<file path="config.mk">
export PLATFORM = sky130hd
export DESIGN_NAME = block_averager
export DESIGN_NICKNAME = d
export VERILOG_FILES = /design/src/rtl/block_averager.sv
export SDC_FILE = /design/constraint.sdc
export NUM_CORES = 1
export LEC_CHECK = 0
export CORE_ASPECT_RATIO = 0.8
export CORE_MARGIN = 2
export CORE_UTILIZATION = 65
export DETAILED_ROUTE_END_ITERATION = 12
export DONT_BUFFER_PORTS = 1
export HOLD_SLACK_MARGIN = 0.02
export PLACE_DENSITY_LB_ADDON = 0.1
export SLEW_MARGIN = 20
export SYNTH_ARGS = -nofsm -noshare
export SYNTH_HDL_FRONTEND = slang
export SYNTH_SLANG_ARGS = --single-unit
export TNS_END_PERCENT = 100
</file>
<file path="constraint.sdc">
create_clock -name clk -period 3.8 [get_ports clk]
set_input_delay 0.57 -clock clk [delete_from_list [all_inputs] [get_ports clk]]
set_output_delay 0.57 -clock clk [all_outputs]
set_load 0.02 [all_outputs]
</file>
<file path="src/rtl/block_averager.sv">
// Block mean of N=len+1 unsigned samples via LUT reciprocal and 8-cycle shift-add multiply.
// Result valid 1 edge (N=1) or 10 edges after the last sample; held in DONE until out_ready.
module block_averager #(
  parameter int DW = 8,
  parameter int NW = 4
) (
  input  logic          clk,
  input  logic          rst_n,
  input  logic          start,
  input  logic [NW-1:0] len,
  input  logic          in_valid,
  input  logic [DW-1:0] in_data,
  output logic          in_ready,
  output logic [NW-1:0] lut_addr,
  input  logic [15:0]   lut_data,
  output logic          out_valid,
  input  logic          out_ready,
  output logic [DW-1:0] avg,
  output logic          busy
);

  localparam int SW = DW + NW;
  localparam int PW = SW + DW;
  localparam int BW = $clog2(DW);

  localparam logic [2:0] S_IDLE   = 3'd0;
  localparam logic [2:0] S_ACCUM  = 3'd1;
  localparam logic [2:0] S_LOOKUP = 3'd2;
  localparam logic [2:0] S_MUL    = 3'd3;
  localparam logic [2:0] S_ROUND  = 3'd4;
  localparam logic [2:0] S_DONE   = 3'd5;

  logic [2:0]    state_q, state_d;
  logic [NW-1:0] len_q, len_d;
  logic [SW-1:0] sum_q, sum_d;
  logic [NW-1:0] cnt_q, cnt_d;
  logic [DW-1:0] recip_q, recip_d;
  logic [PW-1:0] prod_q, prod_d;
  logic [BW-1:0] bit_q, bit_d;
  logic [DW-1:0] avg_q, avg_d;
  logic [PW:0]   rnd;
  logic          lut_unused;

  // Upper LUT byte carries nothing this block needs.
  assign lut_unused = ^lut_data[15:DW];

  assign rnd = {1'b0, prod_q} + (PW+1)'(1 << (DW-1));

  always_comb begin
    state_d = state_q;
    len_d   = len_q;
    sum_d   = sum_q;
    cnt_d   = cnt_q;
    recip_d = recip_q;
    prod_d  = prod_q;
    bit_d   = bit_q;
    avg_d   = avg_q;
    case (state_q)
      S_IDLE: begin
        if (start) begin
          len_d   = len;
          sum_d   = '0;
          cnt_d   = '0;
          state_d = S_ACCUM;
        end
      end
      S_ACCUM: begin
        if (in_valid) begin
          sum_d = sum_q + SW'(in_data);
          cnt_d = cnt_q + 1'b1;
          if (cnt_q == len_q) state_d = S_LOOKUP;
        end
      end
      S_LOOKUP: begin
        recip_d = lut_data[DW-1:0];
        prod_d  = '0;
        bit_d   = '0;
        // A single sample is its own mean; LUT entry 0 cannot represent 1.0.
        if (len_q == '0) begin
          avg_d   = sum_q[DW-1:0];
          state_d = S_DONE;
        end else begin
          state_d = S_MUL;
        end
      end
      S_MUL: begin
        if (recip_q[bit_q]) prod_d = prod_q + (PW'(sum_q) << bit_q);
        bit_d = bit_q + 1'b1;
        if (bit_q == BW'(DW-1)) state_d = S_ROUND;
      end
      S_ROUND: begin
        if (|rnd[PW:2*DW]) avg_d = '1;
        else               avg_d = rnd[2*DW-1:DW];
        state_d = S_DONE;
      end
      S_DONE: begin
        if (out_ready) state_d = S_IDLE;
      end
      default: state_d = S_IDLE;
    endcase
  end

  always_ff @(posedge clk or negedge rst_n) begin
    if (!rst_n) begin
      state_q <= S_IDLE;
      len_q   <= '0;
      sum_q   <= '0;
      cnt_q   <= '0;
      recip_q <= '0;
      prod_q  <= '0;
      bit_q   <= '0;
      avg_q   <= '0;
    end else begin
      state_q <= state_d;
      len_q   <= len_d;
      sum_q   <= sum_d;
      cnt_q   <= cnt_d;
      recip_q <= recip_d;
      prod_q  <= prod_d;
      bit_q   <= bit_d;
      avg_q   <= avg_d;
    end
  end

  assign in_ready  = (state_q == S_ACCUM);
  assign out_valid = (state_q == S_DONE);
  assign busy      = (state_q != S_IDLE);
  assign lut_addr  = len_q;
  assign avg       = avg_q;

endmodule

</file>
== After elaboration in Yosys (flattened, before gate mapping) ==
Cells that the tools add are included.
Word-level totals
  input port bits: 33
  bits in registers: 62
  logic and storage cells: 62
Operators by class
  reduce and logical (&&, ||, !) cells: 12
  shift-type cells: 1
  add/subtract/negate cells: 5
  order comparisons: 1
  multiplexer cells: 21
  eq/ne operators: 14
Operator list (count)
  20-bit one-hot mux with 2 select lines: 1
  12-bit 2-to-1 mux: 2
  12-bit one-hot mux with 2 select lines: 1
  20-bit by 8-bit adder with 21-bit output (second input constant): 1
  20-bit adder: 1
  20-bit 2-to-1 mux: 1
  12-bit by 3-bit left shift with 20-bit output: 1
  3-bit 2-to-1 mux: 6
  3-bit one-hot mux with 6 select lines: 1
  8-bit 2-to-1 mux: 2
  8-bit one-hot mux with 2 select lines: 1
  12-bit by 8-bit adder with 12-bit output: 1
  2-bit inequality test (second input constant): 5
  3-bit equality test (second input constant): 3
  4-bit 2-to-1 mux: 2
  4-bit one-hot mux with 2 select lines: 1
  3-bit by 2-bit equality test with 1-bit output (second input constant): 2
  3-bit one-hot mux with 2 select lines: 1
  2-bit AND reduction: 3
  2-bit nonzero test: 3
  5-bit AND reduction: 1
  5-bit OR reduction: 1
  4-bit by 1-bit adder with 4-bit output (second input constant): 1
  4-bit equality test: 1
  other kinds (10): 11

== Longest topological paths before layout ==
  depth in word-level cells: 4
  gate-level depth with buffers: 13
  depth with buffers taken out: 12

== Least setup slack after synthesis ==
No wires, ideal clock.
  kind: reg2reg
  start point: reg bit_q[0]
  end point: reg prod_q[18]
  path slack: 0.789 ns
  cell stages (with the launch flop): 14
  clock period less this slack: 3.011 ns
  path buffers: 2
  data arrival time: 2.942 ns
  library setup time: 0.069 ns
  cell sequence: dfrtp_1 > buf_6 > clkbuf_1 > mux2i_1 > nand2_1 > o21ai_0 > o21ai_0 > ha_1 > and2_1 > a2111oi_1 > o311ai_0 > a21oi_1 > or4_1 > nand3_1
Between the ends
  word-level cells in the longest chain between the ends: 4
Ends and longest elaborated chain
  from (decl): line 39  | logic [BW-1:0] bit_q, bit_d;
  from (signal assigned): line 120  | bit_q <= bit_d;
  12-bit by 3-bit left shift with 20-bit output or 1-bit binary-select mux with 3-bit select (tied branches): line 87  | if (recip_q[bit_q]) prod_d = prod_q + (PW'(sum_q) << bit_q);
  20-bit adder or 1-bit 2-to-1 mux (tied branches): line 87
  20-bit 2-to-1 mux or 2-bit inequality test (tied branches)
  20-bit one-hot mux with 2 select lines or 2-bit AND reduction (tied branches)
  to (signal assigned): line 119  | prod_q <= prod_d;
  to (decl): line 38  | logic [PW-1:0] prod_q, prod_d;
Parallel ways exist; a longest one is shown, timed or not. The select of a mux whose other input is x is not followed.
A chain may end at the register's enable or synchronous reset.

== Worst setup path after layout ==
  start point: reg bit_q[0]
  end point: reg prod_q[14]
Same word-level chain as after synthesis.

==> results.json <==
{
  "status": "finished clean",
  "topRoutingLayerUsed": "met4",
  "synth_seq_area_share_pct": 33.5,
  "slew_headroom_pct": 44.0,
  "port_buffers": 0,
  "synthAdderAreaFrac_pct": 9.24,
  "synthMuxAreaShare_pct": 5.19,
  "clockPowerShare_pct": 14.8,
  "ys_warn_count": 0,
  "seqPwrFrac_pct": 30.2,
  "die-area_mm2": 0.00782,
  "place_congestion": 0.942,
  "reg2reg_from": "bit_q[0]",
  "p_sw_uw": 2170,
  "synth_xor_area_share_pct": 5.68,
  "worst_setup_path_end_kind": "register",
  "fin_area_mm2": 0.00489,
  "finalMaxSlewViolations": 0,
  "h-tree-depth": 3,
  "initial_utilization_pct": 67.2,
  "hold_class": "in2async",
  "synth_edf_count": 0,
  "yosysTopAreaCellShare_pct": 33.5,
  "grt_pass1_vias": 3944,
  "startpoint_type": "register",
  "ys_ff_latch": 62,
  "reg2reg_to": "prod_q[14]",
  "dpl_cell_area_mm2": 0.00464,
  "cp_common_cell": "o21ai_0",
  "p_int_uw": 2310,
  "ys.flop_type": "dfrtp_1",
  "wl_mm": 11.5,
  "synth_cells": 545,
  "route.detailed.drc": 0,
  "critPathMaxStageDelay_ns": 0.58,
  "final-setup-viol-count": 0,
  "synth_top_family_by_area": "simple AND/OR/NAND/NOR gates",
  "syn2layout_area_growth_pct": 5.73,
  "cp.required_ns": 4.01,
  "fin_crit_ns": 3.42,
  "synth_top_cells_by_count": "109 x nand2_1, 62 x dfrtp_1, 34 x o21ai_0",
  "num_vias": 4091,
  "crit_path_max_fanout": 17,
  "cp_slowest_cell": "dfrtp_2",
  "antenna_found_initial": 0,
  "holdWs_ns": 0.0711,
  "track_usage_pct": 31.5,
  "post-route-period-util_pct": 90.1,
  "crit_type": "reg2reg",
  "vdd_drop_max_uv": 454,
  "r2r_slack_ns": 0.38,
  "finClkSkew_ns": 0.0137,
  "wire_per_inst_um": 18.2,
  "syn-num-nets": 611,
  "drive_gt1_share_pct": 7.18,
  "cts_setup_buffers": 0,
  "route.met3.wl_um": 789,
  "wl_met2_mm": 5.31,
  "ios": 48,
  "rsz0062_at_grt": "false",
  "multi_input_area_mm2": 0.00288,
  "ant_nets": 0,
  "wl_met1_mm": 5.23,
  "cts_root_buf": "clkbuf_8",
  "synth_compound_area_share_pct": 19.8,
  "gr-total-overflow": 0,
  "synth_most_common_cell": "nand2_1",
  "clock_latency_ns": 0.36,
  "drt_first_iter_violations": 338,
  "synthDistinctLibCells": 63,
  "synth-async-reset-ratio_pct": 100,
  "swShare_pct": 48.5,
  "crit_arrival_ns": 3.63,
  "grt_max_degree": 63,
  "row_count": 27,
  "clkTransAtPathRegs_ns": 0.08,
  "dp_hpwl_mm": 8.49,
  "synth_largest_area_cell": "dfrtp_1",
  "routed_via_density": 6.49,
  "die_x_um": 98.4,
  "synth_area_mm2": 0.00463,
  "fin_setup_tns_ns": 0,
  "cts_tree": "built",
  "reg2reg_depth": 10,
  "cts_sinks": 62,
  "cts_buffers": 9,
  "syn_avg_cell_area_um2": 8.49,
  "clockBufferDepth": 2,
  "path_cells": "mux2_2 > o21ai_0 > o21ai_0 > ha_1 > a21o_1 > a2111oi_1 > nor3_1 > a21oi_1 > xor2_1 > o21ai_0",
  "combPwrFrac_pct": 55.0,
  "power_leakage_uw": 0.00218,
  "tightest_slew_ns": 0.836,
  "powerDensity_mw_per_mm2": 916,
  "synth.area.top_cells": "dfrtp_1 34%, nand2_1 8.8%, ha_1 8.4%",
  "final_nets": 604,
  "fillCellCount": 554,
  "drt_first_pass_iters": 5,
  "diodes": 0,
  "max_cap_violations": 0,
  "regArea_mm2": 0.00155,
  "coreArea_mm2": 0.00689,
  "synth-simple-area-share_pct": 22.3,
  "fmax_ghz": 0.292,
  "fp.dieH_um": 79.5,
  "grt_pass1_wl_mm": 19.5,
  "hold_viol_final": 0
}
==> power by group through the flow <==
stage / clock network, uW / registers [uW] / logic, uW
global route: 699 / 1400 / 2780
detailed placement: 0 / 1350 / 2410
CTS: 674 / 1340 / 2430
floorplan: 0 / 1190 / 2070
global placement: 0 / 1340 / 2300
finish: 665 / 1350 / 2460
==> stage by stage <==
| step | power (uW) | instances | setup slack (ns) | util, % |
|---|---|---|---|---|
| after floorplan | 3260 | 545 | 0.789 | - |
| after global placement | 3640 | 613 | 0.492 | 67.4 |
| final | 4480 | 630 | 0.375 | 71.0 |
| after detailed placement | 3760 | 613 | 0.324 | 67.4 |
| after global routing | 4870 | 630 | 0.157 | 71.0 |
| after CTS | 4450 | 630 | 0.290 | 71.0 |
==> critical path, delay by kind of cell, from the launching register on <==
| kind | cells | cell delay, ns |
|---|---|---|
| compound gates | 6 | 1.60 |
| xor+xnor | 1 | 0.19 |
| fa+ha+maj | 1 | 0.36 |
| flops | 1 | 0.58 |
| mux | 1 | 0.41 |
| simple gates | 1 | 0.13 |
==> routing by layer <==
metal  vias up  global-route usage [%]
li1       1946                       -
met1      1961                    44.0
met2       163                    49.9
met3        21                    7.01
met4         0                    8.49
met5         -                       0
==> cells in the final DEF (no fill, tap or decap), types with 11 or more instances in the layout <==
master	instances
nand2_1	109
dfrtp_1	61
o21ai_0	34
nor2_1	32
ha_1	31
a21oi_1	26
nand3_1	25
xnor2_1	18
inv_1	16
mux2i_1	15
xor2_1	12
nor3_1	11
==> flip-flops by register name, summed over array words and instances, names as in the netlist <==
signal    cells
prod_q       20
sum_q        12
avg           8
recip_q       8
cnt_q         4
lut_addr      4
bit_q         3
state_q       3
==> kinds of logic (layout without fill, tap and decap cells) <==
group / count (synthesis) / after routing
DFF: 62 / 62
adders and majority gates: 33 / 33
xor gates and xnor gates: 30 / 30
AOI/OAI and AO/OA: 134 / 134
buffers and inverters: 41 / 39
muxes: 22 / 22
and+or+nand+nor: 223 / 223
==> how the worst max path moves through the flow <==
stage | startpoint | end | slack (ns) | depth (start not counted)
global route | bit_q[0] | prod_q[14] | 0.16 | 10
CTS | bit_q[0] | prod_q[14] | 0.29 | 10
global placement | bit_q[0] | prod_q[14] | 0.49 | 10
finish | bit_q[0] | prod_q[14] | 0.38 | 10
detailed placement | bit_q[0] | prod_q[14] | 0.32 | 10
floorplan | bit_q[0] | prod_q[18] | 0.79 | 13
==> final cells by class <==
cell class / count / area share (%)
Inverter: 17 / 1.30
Timing Repair Buffer: 6 / 1.33
Multi-Input combinational cell: 442 / 58.8
Clock inverter: 5 / 1.69
Clock buffer: 11 / 2.89
Sequential cell: 62 / 31.7
Tap cell: 87 / 2.22
==> repair_timing <==
item | 4_1_cts | 5_1_grt
resized for setup | 0 | 1
hold buffers | 1 | 0
setup endpoints to repair | 0 | 1
hold endpoints to repair | 62 | 0
No activity file was read; power rests on OpenSTA's default activity.
